File: config.mk
export PLATFORM = sky130hd
export DESIGN_NAME = if_stage_flat
export DESIGN_NICKNAME = d
export VERILOG_FILES = /design/src/rtl/if_stage_pkg.sv /design/src/rtl/if_stage_if.sv /design/src/rtl/if_skid_buf.sv /design/src/rtl/if_stage.sv /design/src/flat_wrapper.sv
export SDC_FILE = /design/constraint.sdc
export NUM_CORES = 1
export LEC_CHECK = 0
export ABC_AREA = 0
export BUFFER_PORTS_ARGS = -buffer_cell sky130_fd_sc_hd__buf_2
export CAP_MARGIN = 20
export CORE_MARGIN = 2
export CORE_UTILIZATION = 48
export DETAILED_ROUTE_END_ITERATION = 8
export PLACE_DENSITY = 0.86
export SKIP_CTS_REPAIR_TIMING = 1
export SLEW_MARGIN = 0
export SYNTH_ARGS = -nofsm -noshare
export SYNTH_HDL_FRONTEND = slang
export SYNTH_SLANG_ARGS = --single-unit
export TNS_END_PERCENT = 20
File: constraint.sdc
create_clock -name clk -period 1.7 [get_ports clk]
set_input_delay 0.255 -clock clk [delete_from_list [all_inputs] [get_ports clk]]
set_output_delay 0.255 -clock clk [all_outputs]
set_load 0.03 [all_outputs]
File: src/rtl/if_stage_pkg.sv
// Shared types and constants for the instruction-fetch stage.
package if_stage_pkg;

    localparam int unsigned XLEN   = 16;
    localparam int unsigned OP_W   = 4;
    localparam logic [OP_W-1:0] OP_HLT = 4'hF;

    // Fetch state machine encoding.
    typedef enum logic [1:0] {
        IF_REQ  = 2'd0,
        IF_WAIT = 2'd1,
        IF_FULL = 2'd2,
        IF_HALT = 2'd3
    } ifState_t;

    // Fetched instruction together with its own address.
    typedef struct packed {
        logic [XLEN-1:0] pc;
        logic [XLEN-1:0] instr;
    } fetchPkt_t;

    function automatic logic isHalt(input logic [XLEN-1:0] instr);
        return instr[XLEN-1 -: OP_W] == OP_HLT;
    endfunction

endpackage

File: src/rtl/if_stage_if.sv
// Fetch-stage bus: memory request/response, IF/ID output and control inputs.
interface if_stage_if;
    import if_stage_pkg::*;

    logic            stall;
    logic            PCSrc;
    logic [XLEN-1:0] targetAddr;
    logic            imem_req;
    logic [XLEN-1:0] imem_addr;
    logic            imem_valid;
    logic [XLEN-1:0] imem_data;
    logic [XLEN-1:0] instr_out;
    logic [XLEN-1:0] pc_out;
    logic            valid_out;
    logic            halted;

    modport master (
        input  stall, PCSrc, targetAddr, imem_valid, imem_data,
        output imem_req, imem_addr, instr_out, pc_out, valid_out, halted
    );

    modport slave (
        output stall, PCSrc, targetAddr, imem_valid, imem_data,
        input  imem_req, imem_addr, instr_out, pc_out, valid_out, halted
    );
endinterface

File: src/rtl/if_skid_buf.sv
// One-entry skid buffer holding a fetched {pc, instr} the output could not take.
module if_skid_buf
    import if_stage_pkg::*;
(
    input  logic      clk,
    input  logic      rst,
    input  logic      load,
    input  logic      drain,
    input  logic      flush,
    input  fetchPkt_t dataIn,
    output logic      full,
    output fetchPkt_t dataOut
);

    // Flush wins over load; load and drain never coincide.
    always_ff @(posedge clk) begin
        if (rst) begin
            full    <= 1'b0;
            dataOut <= '0;
        end else if (flush) begin
            full <= 1'b0;
        end else if (load) begin
            full    <= 1'b1;
            dataOut <= dataIn;
        end else if (drain) begin
            full <= 1'b0;
        end
    end

endmodule

File: src/rtl/if_stage.sv
// Instruction-fetch stage: PC, request FSM, IF/ID output register with skid.
module if_stage
    import if_stage_pkg::*;
#(
    parameter logic [XLEN-1:0] RESET_PC  = 16'h0000,
    parameter logic [XLEN-1:0] NOP_INSTR = 16'h0000
) (
    input  logic clk,
    input  logic rst,
    if_stage_if.master bus
);

    ifState_t        state, stateNext;
    logic [XLEN-1:0] pc, pcNext;
    logic            drop, dropNext;
    logic            outValid;
    logic [XLEN-1:0] outInstr, outPc;
    logic            haltedQ;
    logic            skidFull;
    fetchPkt_t       skidData;
    logic            respOk, outFree, loadOut, loadSkid, drainSkid;

    // Response acceptance and where it lands.
    always_comb begin
        respOk    = (state == IF_WAIT) && bus.imem_valid && !drop && !bus.PCSrc;
        outFree   = !outValid || !bus.stall;
        loadOut   = respOk && outFree;
        loadSkid  = respOk && !outFree;
        drainSkid = ((state == IF_FULL) || (state == IF_HALT)) && skidFull
                    && !bus.stall && !bus.PCSrc;
    end

    // Next state, next PC and drop flag; redirect takes precedence.
    always_comb begin
        stateNext = state;
        pcNext    = pc;
        dropNext  = drop;
        if (bus.PCSrc) begin
            pcNext = bus.targetAddr;
            case (state)
                IF_REQ: begin
                    dropNext  = 1'b1;
                    stateNext = IF_WAIT;
                end
                IF_WAIT: begin
                    if (bus.imem_valid) begin
                        dropNext  = 1'b0;
                        stateNext = IF_REQ;
                    end else begin
                        dropNext  = 1'b1;
                    end
                end
                default: stateNext = IF_REQ;
            endcase
        end else begin
            case (state)
                IF_REQ:  stateNext = IF_WAIT;
                IF_WAIT: begin
                    if (bus.imem_valid) begin
                        if (drop) begin
                            dropNext  = 1'b0;
                            stateNext = IF_REQ;
                        end else begin
                            pcNext = pc + XLEN'(1);
                            if (isHalt(bus.imem_data))
                                stateNext = IF_HALT;
                            else if (!outFree)
                                stateNext = IF_FULL;
                            else
                                stateNext = IF_REQ;
                        end
                    end
                end
                IF_FULL: begin
                    if (!bus.stall)
                        stateNext = IF_REQ;
                end
                default: stateNext = IF_HALT;
            endcase
        end
    end

    // State, PC and drop registers.
    always_ff @(posedge clk) begin
        if (rst) begin
            state <= IF_REQ;
            pc    <= RESET_PC;
            drop  <= 1'b0;
        end else begin
            state <= stateNext;
            pc    <= pcNext;
            drop  <= dropNext;
        end
    end

    // IF/ID output register: flush, load, drain from skid, consume or hold.
    always_ff @(posedge clk) begin
        if (rst) begin
            outValid <= 1'b0;
            outInstr <= NOP_INSTR;
            outPc    <= '0;
        end else if (bus.PCSrc) begin
            outValid <= 1'b0;
            outInstr <= NOP_INSTR;
        end else if (loadOut) begin
            outValid <= 1'b1;
            outInstr <= bus.imem_data;
            outPc    <= pc;
        end else if (drainSkid) begin
            outValid <= 1'b1;
            outInstr <= skidData.instr;
            outPc    <= skidData.pc;
        end else if (outValid && !bus.stall) begin
            outValid <= 1'b0;
            outInstr <= NOP_INSTR;
        end
    end

    // Halted flag tracks entry into and exit from HALT.
    always_ff @(posedge clk) begin
        if (rst)
            haltedQ <= 1'b0;
        else
            haltedQ <= (stateNext == IF_HALT);
    end

    if_skid_buf u_skid (
        .clk     (clk),
        .rst     (rst),
        .load    (loadSkid),
        .drain   (drainSkid),
        .flush   (bus.PCSrc),
        .dataIn  ('{pc: pc, instr: bus.imem_data}),
        .full    (skidFull),
        .dataOut (skidData)
    );

    // Request strobe is a decode of the state register so it lines up with pc.
    assign bus.imem_req  = (state == IF_REQ) && !rst;
    assign bus.imem_addr = pc;
    assign bus.instr_out = outInstr;
    assign bus.pc_out    = outPc;
    assign bus.valid_out = outValid;
    assign bus.halted    = haltedQ;

endmodule

File: src/flat_wrapper.sv
// flat-port wrapper written by rule: the top's interface ports become plain ports
module if_stage_flat import if_stage_pkg::*;
#(
    parameter logic [XLEN-1:0] RESET_PC  = 16'h0000,
    parameter logic [XLEN-1:0] NOP_INSTR = 16'h0000
)
  (clk, rst, bus_stall, bus_PCSrc, bus_targetAddr, bus_imem_valid, bus_imem_data, bus_imem_req, bus_imem_addr, bus_instr_out, bus_pc_out, bus_valid_out, bus_halted);
  if_stage_if bus_i ();
  input  logic clk;
  input  logic rst;
  input wire logic [$bits(bus_i.stall)-1:0] bus_stall;
  input wire logic [$bits(bus_i.PCSrc)-1:0] bus_PCSrc;
  input wire logic [$bits(bus_i.targetAddr)-1:0] bus_targetAddr;
  input wire logic [$bits(bus_i.imem_valid)-1:0] bus_imem_valid;
  input wire logic [$bits(bus_i.imem_data)-1:0] bus_imem_data;
  output wire logic [$bits(bus_i.imem_req)-1:0] bus_imem_req;
  output wire logic [$bits(bus_i.imem_addr)-1:0] bus_imem_addr;
  output wire logic [$bits(bus_i.instr_out)-1:0] bus_instr_out;
  output wire logic [$bits(bus_i.pc_out)-1:0] bus_pc_out;
  output wire logic [$bits(bus_i.valid_out)-1:0] bus_valid_out;
  output wire logic [$bits(bus_i.halted)-1:0] bus_halted;
  assign bus_i.stall = bus_stall;
  assign bus_i.PCSrc = bus_PCSrc;
  assign bus_i.targetAddr = bus_targetAddr;
  assign bus_i.imem_valid = bus_imem_valid;
  assign bus_i.imem_data = bus_imem_data;
  assign bus_imem_req = bus_i.imem_req;
  assign bus_imem_addr = bus_i.imem_addr;
  assign bus_instr_out = bus_i.instr_out;
  assign bus_pc_out = bus_i.pc_out;
  assign bus_valid_out = bus_i.valid_out;
  assign bus_halted = bus_i.halted;
  if_stage #(.RESET_PC(RESET_PC), .NOP_INSTR(NOP_INSTR)) u_core (.clk(clk), .rst(rst), .bus(bus_i));
endmodule
* Yosys cells after proc, flatten, opt, wreduce, memory -nomap -nowiden
Cells that the tools add are included.
** Storage, ports and cells
- Register bits after elaboration :: 86
- Input port bits :: 37
- Output and inout port bits :: 51
- Logic and storage cells :: 76
** Operators by class
- Add/subtract/negate cells :: 1
- Eq/ne operators :: 6
- Muxes and demuxes :: 28
- Bitwise operators :: 1
- Reductions and logical operators :: 30
** Operators with widths (number)
- 16-bit two-way mux :: 9
- 16-bit by 1-bit adder with 16-bit output (second input constant) :: 1
- 2-bit two-way mux :: 7
- 1-bit logical AND :: 10
- 2-bit nonzero test :: 5
- 1-bit two-way mux :: 9
- 2-bit equality test (second input constant) :: 3
- 1-bit zero test :: 6
- 2-bit case mux with 3 select lines :: 1
- 3-bit AND reduction :: 2
- 4-bit equality test (second input constant) :: 1
- 2-bit case mux with 2 select lines :: 1
- 2-bit AND reduction :: 2
- 3-bit nonzero test :: 1
- 2-bit by 1-bit equality test with 1-bit output (second input constant) :: 1
- 2-bit zero test :: 1
- 1-bit logical OR :: 2
- 2-bit != test (second input constant) :: 1
- 1-bit case mux with 2 select lines :: 1
- 2-bit OR reduction :: 1
- 1-bit inverter :: 1

* Longest topological paths before layout
Gate-level depths: netlist of run 1.
- Word-level depth :: 9
- Mapped depth :: 7
- Depth with buffers taken out :: 5

* Modules after synthesis
From an unflattened synthesis of run 1, not the netlist that was laid out.
** Second synthesis, totals
- Cell total of the unflattened synthesis :: 455
- Area, all modules :: 4260.3 µm²
** Modules (own cells, without submodules)
- if_stage :: times used 1, cells each 306, area an instance 2760.1 µm², seq. area each 1061.0 µm²
- if_skid_buf :: times used 1, cells each 149, area an instance 1500.2 µm², seq. area each 660.6 µm²

* Least setup slack after synthesis of run 1
OpenSTA, ideal clock, no wires.
- Path type :: flip-flop to flip-flop
- From :: register u_core.pc[0] (netlist: u_core.bus.imem_addr[0])
- To :: register u_core.pc[12] (netlist: u_core.bus.imem_addr[12])
- Setup time :: 115 ps
- Arrival :: 1700 ps
- Required time :: 1585 ps
- Path slack :: -114 ps
- Cell stages (with the launch flop) :: 6
- Clock period less this slack :: 1814 ps
- Cell sequence :: dfxtp_1 -> ha_1 -> nand3_1 -> nor4_1 -> nor3_1 -> a2111oi_0
** Between the ends
- Cells in the longest elaborated chain, start to end :: 5
** RTL lines
- start, declared :: line if_stage.sv:14 : logic [XLEN-1:0] pc, pcNext;
- start signal, assigned :: line if_stage.sv:91 : pc <= pcNext;
- 16-bit by 1-bit adder with 16-bit output :: line if_stage.sv:64 : pcNext = pc + XLEN'(1);
- 16-bit two-way mux :: line if_stage.sv:60 : if (drop) begin
- 16-bit two-way mux :: line if_stage.sv:59 : if (bus.imem_valid) begin
- 16-bit two-way mux :: line if_stage.sv:56 : case (state)
- 16-bit two-way mux :: line if_stage.sv:38 : if (bus.PCSrc) begin
No other way between the ends. The select of a mux whose other input is x is not followed.
A chain may end at the register's enable or synchronous reset.

* Final worst setup path of run 1
- From :: register u_core.state[1]
- To :: register u_core.outInstr[3] (netlist: u_core.bus.instr_out[3])
** Between the ends
- Cells in the longest elaborated chain, start to end :: 7
- Elaborated cells between the ends (all ways) :: 14
- Those cells by class :: eq/ne (3); mux (2); reduce/logical (9)
** RTL lines
- start, declared :: line if_stage.sv:13 : ifState_t state, stateNext;
- start signal, assigned :: line if_stage.sv:90 : state <= stateNext;
- 2-bit equality test :: line if_stage.sv:29 : drainSkid = ((state == IF_FULL) || (state == IF_HALT)) && skidFull
- 1-bit logical OR :: line if_stage.sv:29
- 1-bit logical AND :: line if_stage.sv:29
- 1-bit logical AND (2 in series) :: line if_stage.sv:30 : && !bus.stall && !bus.PCSrc;
- 16-bit two-way mux :: line if_stage.sv:109 : end else if (drainSkid) begin
- 16-bit two-way mux :: line if_stage.sv:105 : end else if (loadOut) begin
- end signal, assigned :: line if_stage.sv:107 : outInstr <= bus.imem_data;
- end signal, assigned :: line if_stage.sv:111 : outInstr <= skidData.instr;
- end, declared :: line if_stage.sv:17 : logic [XLEN-1:0] outInstr, outPc;
Parallel ways exist; a longest one is shown, timed or not.

==> results.toml, run 1 <==
[clocking]
htree_levels = 3
clk_latency_ns = 0.37
clockRootBuffer = "clkbuf_8"
clk_pin_slew_ns = 0.10
clockBufferDepth = 2
cts_tree = "done"
cts_made_buffers = 9
cts.sinks = 86

[die]
die-width_um = 91.6
die_h_um = 91.6
coreArea_um2 = 7330
io_pins = 88
start_util_pct = 50.2
num_rows = 31
die_area_um2 = 8390

[yosys]
synth_area_leaders = "dfxtp_1, nand2_1, a21oi_1, a311oi_1, nor2_1"
synth_nets = 491
synth_cell_type_count = 46
syn_area_per_cell_um2 = 8.13
synth-seq-cells = 86
synth_flop_cell = "dfxtp_1"
async_flop_share_pct = 0
yosysTopAreaCell = "dfxtp_1"
synth_top_area_share_pct = 46.7
yosysMostFrequentCell = "nand2_1"
seq_area_frac_synth_pct = 46.7
yosysWarnings = 0
postSynthCellCount = 453
synth_area_um2 = 3680
synth_common_cells = "nand2_1, dfxtp_1, a21oi_1"
synth_edf_count = 0

[timing]
final.period_utilization_pct = 94.3
hold_slack_ns = 0.129
rsz0062_at_grt = "false"
fmax_ghz = 0.624
tightest_slew_ns = 0.422
finalHoldViolations = 0
maxSlewHeadroom_pct = 71.9
finalClockSkew_ns = 0.0143
period_needed_ns = 1.60
setup_viol = 0
drv_slew = 0
fin_setup_tns_ns = 0

[final_layout]
nets = 589
area_growth_pct = 24.8
antenna_cells = 0
multi_input_area_um2 = 1810
num-fill-cells = 594
seqCellArea_um2 = 1730
drive_gt1_share_pct = 27.3

[pwr]
p_total_mw = 4.03
power_density_nw_per_um2 = 877
cellLeakagePower_nw = 1.82
ir_worst_vdd_uv = 532

[routing]
antenna_left = 0
post-route-drc-count = 0
drt-total-wl_um = 9770
first_pass_iters = 5
drtIter0Drc = 305
routed_via_density = 5.59
vias = 3662
routedWlPerCell_um = 14.9

[run]
drv_cap = 0

[critical_path]
cp_top_family = "simple AND/OR/NAND/NOR gates"
start_kind = "flip-flop"
critPathRequiredTime_ns = 1.97
crit_buf_inv = 1
worstPathArrival_ns = 1.87
end_kind = "flip-flop"
critPathSlowestCell = "dfxtp_1"
cpPeakStageDelay_ns = 0.39
critPathKind = "reg -> reg"
worstPathMaxFanout = 15
path_cells = "buf_4 -> and4bb_2 -> a21oi_1 -> a31o_4 -> nor3_1"

[outcome]
status = "finished, final reports clean"

[hold_path]
min-delay-path-class = "in -> reg"

[grt]
grt_pass1_wl_um = 15800
track_usage_pct = 23.1
grt-ovfl-total = 0
grt_pass1_vias = 3438
antenna_found_initial = 0
grt_max_degree = 41

[placement]
finalWeightedCongestion = 0.932
place.detailed.hpwl_um = 6710
port_buffers = 87
==> layer usage <==
layer  vias up  share of wire [%]  global-route usage [%]
li1       1790                  -                       -
met1      1719                 44                    30.3
met2       141                 48                    36.8
met3        12                7.4                    5.06
met4         0                1.0                    9.47
met5         -                  0                       0
==> through the flow <==
stage | area (um^2) | setup slack [ns] | util, % | instances
final | 4600 | 0.0964 | 62.7 | 655
after global routing | 4600 | 0.00560 | 62.7 | 655
after CTS | 4570 | -0.00148 | 62.3 | 655
after detailed placement | 4380 | 0.0494 | 59.7 | 639
after global placement | 4380 | 0.106 | 59.7 | 639
after floorplan | 3690 | -0.0175 | - | 453
==> layout by cell type, fill, tap and decap left out, types with 15 or more instances in the layout <==
cell / instances
a311oi_1: 19
buf_2: 87
nor2_1: 34
a21oi_1: 42
nor3_1: 22
nor2b_1: 16
nand2_1: 108
o22ai_1: 15
dfxtp_1: 83
buf_4: 30
==> cells by family (layout without fill, tap and decap cells) <==
family	count (synthesis)	count (layout)	share of synthesized area (%)
compound gates	102	102	18.6
fa+ha+maj	1	1	0.340
simple gates	212	212	26.7
xor+xnor	8	8	1.90
buf+inv	42	145	5.16
flops	86	86	46.7
mux	2	2	0.577
==> power by group <==
group / switching (mW) / leakage (nW) / internal, mW
Sequential: 0.0522 / 0.700 / 2.07
Combinational: 0.330 / 1.02 / 0.190
Clock: 0.820 / 0.0988 / 0.570
==> worst register-to-register path, stage by stage (launching register included) <==
cell      delay, ns
dfxtp_1        0.39
buf_4          0.16
and4bb_2       0.31
a21oi_1        0.09
a31o_4         0.33
nor3_1         0.24
==> flip-flops by register name (all words and copies together) (netlist names) <==
signal                 flops
u_core.bus.instr_out      16
u_core.bus.halted          1
u_core.state               2
u_core.bus.valid_out       1
u_core.drop                1
u_core.bus.pc_out         16
u_core.u_skid.dataOut     32
u_core.u_skid.full         1
u_core.bus.imem_addr      16
==> worst paths after layout <==
kind / from / endpoint / slack, ns / cells past startpoint
worst min register to register: u_core.u_skid.dataOut[16]$_SDFFE_PP0P_ / u_core.u_skid.dataOut[16]$_SDFFE_PP0P_ / 0.46 / 2
worst min-delay path: bus_imem_data[6] / u_core.u_skid.dataOut[6]$_SDFFE_PP0P_ / 0.13 / 3
worst max-delay path: u_core.state[1]$_SDFF_PP0_ / u_core.bus.instr_out[3]$_SDFFE_PP0P_ / 0.1 / 5
worst max register to register: u_core.state[1]$_SDFF_PP0_ / u_core.bus.instr_out[3]$_SDFFE_PP0P_ / 0.1 / 5
==> area by class of cell <==
| type | instances | share of cell area, % |
|---|---|---|
| repair buffers | 120 | 15.7 |
| inverters | 9 | 0.735 |
| flip-flops and latches | 86 | 37.5 |
| multi-input cells | 325 | 39.3 |
| well taps | 99 | 2.69 |
| clock inverters | 7 | 1.36 |
| clock buffers | 9 | 2.69 |
No activity file was read; power rests on OpenSTA's default activity.
==> run 2, diff against run 1 <==
--- a/config.mk
+++ b/config.mk
@@ -6,12 +6,13 @@
 export NUM_CORES = 1
 export LEC_CHECK = 0
 export ABC_AREA = 0
-export BUFFER_PORTS_ARGS = -buffer_cell sky130_fd_sc_hd__buf_2
 export CAP_MARGIN = 20
 export CORE_MARGIN = 2
-export CORE_UTILIZATION = 48
+export CORE_UTILIZATION = 55
 export DETAILED_ROUTE_END_ITERATION = 8
-export PLACE_DENSITY = 0.86
+export DONT_BUFFER_PORTS = 1
+export PLACE_DENSITY = 0.83
+export REMOVE_ABC_BUFFERS = 1
 export SKIP_CTS_REPAIR_TIMING = 1
 export SLEW_MARGIN = 0
 export SYNTH_ARGS = -nofsm -noshare
==> results.toml, run 2 (synthesis gave the netlist of run 1 again) <==
[final_layout]
layout_common_cells = "nand2_1, dfxtp_1, a21oi_1"
num-fill-cells = 536
area_growth_pct = 13.4
nets = 506
largest_reg_flops = 32
seqCellArea_um2 = 1720
drive_gt1_share_pct = 15.0
top_register = "u_core.u_skid.dataOut"
final_common_cell = "nand2_1"
finalInstanceArea_um2 = 4180
antenna_cells = 0
multi_input_area_um2 = 1820

[grt]
track_usage_pct = 25.2
grt_pass1_wl_um = 14800
grt-ovfl-total = 0
grt_max_degree = 71
antenna_found_initial = 0
grt_pass1_vias = 3167

[clocking]
cts.sinks = 86
htree_levels = 3
clk_latency_ns = 0.36
cts_made_buffers = 9
clk_pin_slew_ns = 0.09
cts_tree = "done"
clockBufferDepth = 2
clockRootBuffer = "clkbuf_8"

[timing]
final.period_utilization_pct = 95.0
fmax_ghz = 0.619
period_needed_ns = 1.61
finalHoldViolations = 0
rsz0062_at_grt = "true"
finalClockSkew_ns = 0.0115
maxSlewHeadroom_pct = 67.7
tightest_slew_ns = 0.484
setup_viol = 0
drv_slew = 0

[critical_path]
end_kind = "flip-flop"
worstPathArrival_ns = 1.91
worstPathMaxFanout = 8
critPathRequiredTime_ns = 2.00
start_kind = "flip-flop"
critPathKind = "reg -> reg"

[die]
num_rows = 29
start_util_pct = 57.4
io_pins = 88
coreArea_um2 = 6420
die-width_um = 85.8
die_area_um2 = 7370
die_h_um = 85.8

[routing]
drt-total-wl_um = 9200
routed_via_density = 5.96
antenna_left = 0
first_pass_iters = 7
drtIter0Drc = 189
routedWlPerCell_um = 16.7
post-route-drc-count = 6
vias = 3278

[outcome]
failed_checks = "DRC"
status = "finished, violations left"

[pwr]
p_comb_share_pct = 9.0
seqPwrFrac_pct = 54.3
sw_frac_of_total_pct = 27.6
power_density_nw_per_um2 = 958
intPower_mw = 2.90
ir_worst_vdd_uv = 716
cellLeakagePower_nw = 1.43
pwr-share-clk_pct = 36.8
p_total_mw = 4.00
netSwitchingPower_mw = 1.10

[placement]
place.detailed.hpwl_um = 6250
finalWeightedCongestion = 0.817
placed_cell_area_um2 = 3900
port_buffers = 0

[run]
drv_cap = 0

[hold_path]
min-delay-path-class = "in -> reg"
run 2: path summary, 6_finish.rpt:
kind | endpoint | slack, ns | start | cells past startpoint
min | u_core.u_skid.dataOut[8]$_SDFFE_PP0P_ | 0.01 | bus_imem_data[8] | 2
min reg2reg | u_core.u_skid.dataOut[24]$_SDFFE_PP0P_ | 0.46 | u_core.u_skid.dataOut[24]$_SDFFE_PP0P_ | 2
max reg2reg | u_core.bus.imem_addr[15]$_SDFFE_PP0P_ | 0.09 | u_core.state[0]$_SDFF_PP0_ | 5
max | u_core.bus.imem_addr[15]$_SDFFE_PP0P_ | 0.09 | u_core.state[0]$_SDFF_PP0_ | 5
run 2: worst max-delay path: stages, from the launching register on:
cell and delay, ns:
dfxtp_2 0.39, nand4bb_1 0.14, buf_4 0.19, or3_4 0.41, mux2_1 0.32, nor2_1 0.10
run 2: cell type report:
class	count	share of cell area, %
tap	77	2.31
timing repair buffer	37	7.22
clock buffer	9	2.96
multi-input combinational	325	43.6
sequential	86	41.2
clock inverter	7	1.89
inverter	9	0.809
run 2: power by group through the flow:
stage          logic, mW  clock network (mW)  registers, mW
6_report           0.360                1.47           2.17
5_1_grt            0.394                1.58           2.18
4_1_cts            0.325                1.49           2.17
3_5_place_dp       0.323                   0           2.22
3_3_place_gp       0.312                   0           2.21
2_1_floorplan      0.156                   0           2.27
run 2: routing by layer:
layer	share of wire (%)	global-route usage, %	vias up
met5	0	0	-
met4	1.6	8.80	0
met3	8.9	7.41	13
met2	49	43.3	118
met1	41	30.1	1523
li1	-	-	1624
run 2: through the flow:
step	TNS [ns]	instances	hold slack, ns	worst slack, ns	util, %
final	0	550	0.0103	0.0854	65.0
after global routing	0	550	0.0128	0.00116	65.0
after CTS	-0.0856	549	-0.0592	-0.0856	63.9
after detailed placement	-0.0806	533	0.332	-0.0806	60.7
after global placement	0	533	0.330	0.0997	60.7
after floorplan	-26.15	420	0.324	-0.470	-
==> run 3, diff against run 2 <==
--- a/config.mk
+++ b/config.mk
@@ -13,6 +13,7 @@
 export DONT_BUFFER_PORTS = 1
 export PLACE_DENSITY = 0.83
 export REMOVE_ABC_BUFFERS = 1
+export SETUP_SLACK_MARGIN = 0.1
 export SKIP_CTS_REPAIR_TIMING = 1
 export SLEW_MARGIN = 0
 export SYNTH_ARGS = -nofsm -noshare
==> results.toml, run 3 (synthesis gave the netlist of run 1 again) <==
[final_layout]
top_register = "u_core.u_skid.dataOut"
antenna_cells = 0
final_common_cell = "nand2_1"
num-fill-cells = 521
finalInstanceArea_um2 = 4220
drive_gt1_share_pct = 16.3
layout_common_cells = "nand2_1, dfxtp_1, a21oi_1"
largest_reg_flops = 32
area_growth_pct = 14.5
nets = 506

[timing]
period_needed_ns = 1.62
finalWorstSetupSlack_ns = 0.0845
maxSlewHeadroom_pct = 68.0
final.period_utilization_pct = 95.0
fmax_ghz = 0.619
setup_viol = 0
finalHoldViolations = 0
finalClockSkew_ns = 0.0110
drv_slew = 0
tightest_slew_ns = 0.480
rsz0062_at_grt = "true"

[grt]
grt_max_degree = 71
track_usage_pct = 25.2
antenna_found_initial = 0
grt-ovfl-total = 0
grt_pass1_vias = 3167
grt_pass1_wl_um = 14800

[hold_path]
hold_depth = 2
min-delay-path-class = "in -> reg"

[pwr]
p_total_mw = 4.00
sw_frac_of_total_pct = 27.5
ir_worst_vdd_uv = 727
power_density_nw_per_um2 = 949
cellLeakagePower_nw = 1.43
seqPwrFrac_pct = 54.2
intPower_mw = 2.90
netSwitchingPower_mw = 1.10
p_comb_share_pct = 9.1
pwr-share-clk_pct = 36.6

[clocking]
htree_levels = 3
cts.sinks = 86
clk_pin_slew_ns = 0.09
clk_latency_ns = 0.36
cts_made_buffers = 9
clockRootBuffer = "clkbuf_8"
cts_tree = "done"
clockBufferDepth = 2

[routing]
routedWlPerCell_um = 16.9
drtIter0Drc = 195
drt-total-wl_um = 9310
antenna_left = 0
vias = 3334
post-route-drc-count = 6
routed_via_density = 6.06
first_pass_iters = 7

[critical_path]
r2r_start = "u_core.state[1]$_SDFF_PP0_"
worst-path-stages = 5
cp_top_family = "simple AND/OR/NAND/NOR gates"
critPathRequiredTime_ns = 1.99
r2r-end = "u_core.bus.imem_addr[15]$_SDFFE_PP0P_"
r2r_slack_ns = 0.08
path_cells = "nand4bb_1 -> buf_6 -> or3_4 -> mux2_1 -> nor2_1"
rr_worst_depth = 5
cpPeakStageDelay_ns = 0.41
startpoint = "u_core.state[1]$_SDFF_PP0_"
critPathSlowestCell = "or3_4"
worstPathArrival_ns = 1.91
critPathKind = "reg -> reg"
worstPathMaxFanout = 8
cp-endpoint = "u_core.bus.imem_addr[15]$_SDFFE_PP0P_"
crit_buf_inv = 1
start_kind = "flip-flop"
end_kind = "flip-flop"

[die]
die_area_um2 = 7370
coreArea_um2 = 6420
die_h_um = 85.8
io_pins = 88
start_util_pct = 57.4
die-width_um = 85.8
num_rows = 29

[run]
drv_cap = 0

[outcome]
failed_checks = "DRC"
status = "finished, violations left"

[placement]
finalWeightedCongestion = 0.817
port_buffers = 0
place.detailed.hpwl_um = 6250
dpl_worst_slack_ns = -0.0806
placed_cell_area_um2 = 3900
run 3: cell type report:
type,count,area (um^2),share of cell area [%]
Sequential cell,86,1730,40.9
Timing Repair Buffer,37,309,7.33
Inverter,9,33.8,0.801
Clock buffer,9,124,2.94
Clock inverter,7,78.8,1.87
Tap cell,77,96.3,2.28
Multi-Input combinational cell,325,1850,43.9
run 3: per-layer routing:
metal	vias to the layer above	GRT usage (%)	wire (um)	share of wire [%]
met4	0	8.80	133	1.4
li1	1622	-	-	-
met1	1584	30.1	3880	42
met3	12	7.41	717	7.7
met5	-	0	0	0
met2	116	43.3	4570	49
run 3: stage by stage:
stage	hold WS, ns	util, %	TNS (ns)	cells
floorplan	0.324	-	-26.15	420
global placement	0.330	60.7	0	533
detailed placement	0.332	60.7	-0.0806	533
CTS	-0.0592	63.9	-0.0856	549
global route	0.0128	65.7	0	550
finish	0.0174	65.7	0	550
run 3: worst min path at each step:
stage	startpoint	endpoint	slack [ns]
2_1_floorplan	rst	u_core.bus.imem_addr[0]$_SDFFE_PP0P_	0.32
3_3_place_gp	rst	u_core.u_skid.dataOut[29]$_SDFFE_PP0P_	0.33
3_5_place_dp	rst	u_core.u_skid.dataOut[30]$_SDFFE_PP0P_	0.33
4_1_cts	rst	u_core.u_skid.dataOut[18]$_SDFFE_PP0P_	-0.06
5_1_grt	bus_imem_data[7]	u_core.u_skid.dataOut[7]$_SDFFE_PP0P_	0.01
6_report	bus_imem_data[8]	u_core.u_skid.dataOut[8]$_SDFFE_PP0P_	0.02
run 3: power by group through the flow:
stage | clock [mW] | sequential [mW] | combinational (mW)
final | 1.47 | 2.17 | 0.366
after global routing | 1.58 | 2.18 | 0.400
after CTS | 1.49 | 2.17 | 0.325
after detailed placement | 0 | 2.22 | 0.323
after global placement | 0 | 2.21 | 0.312
after floorplan | 0 | 2.27 | 0.156
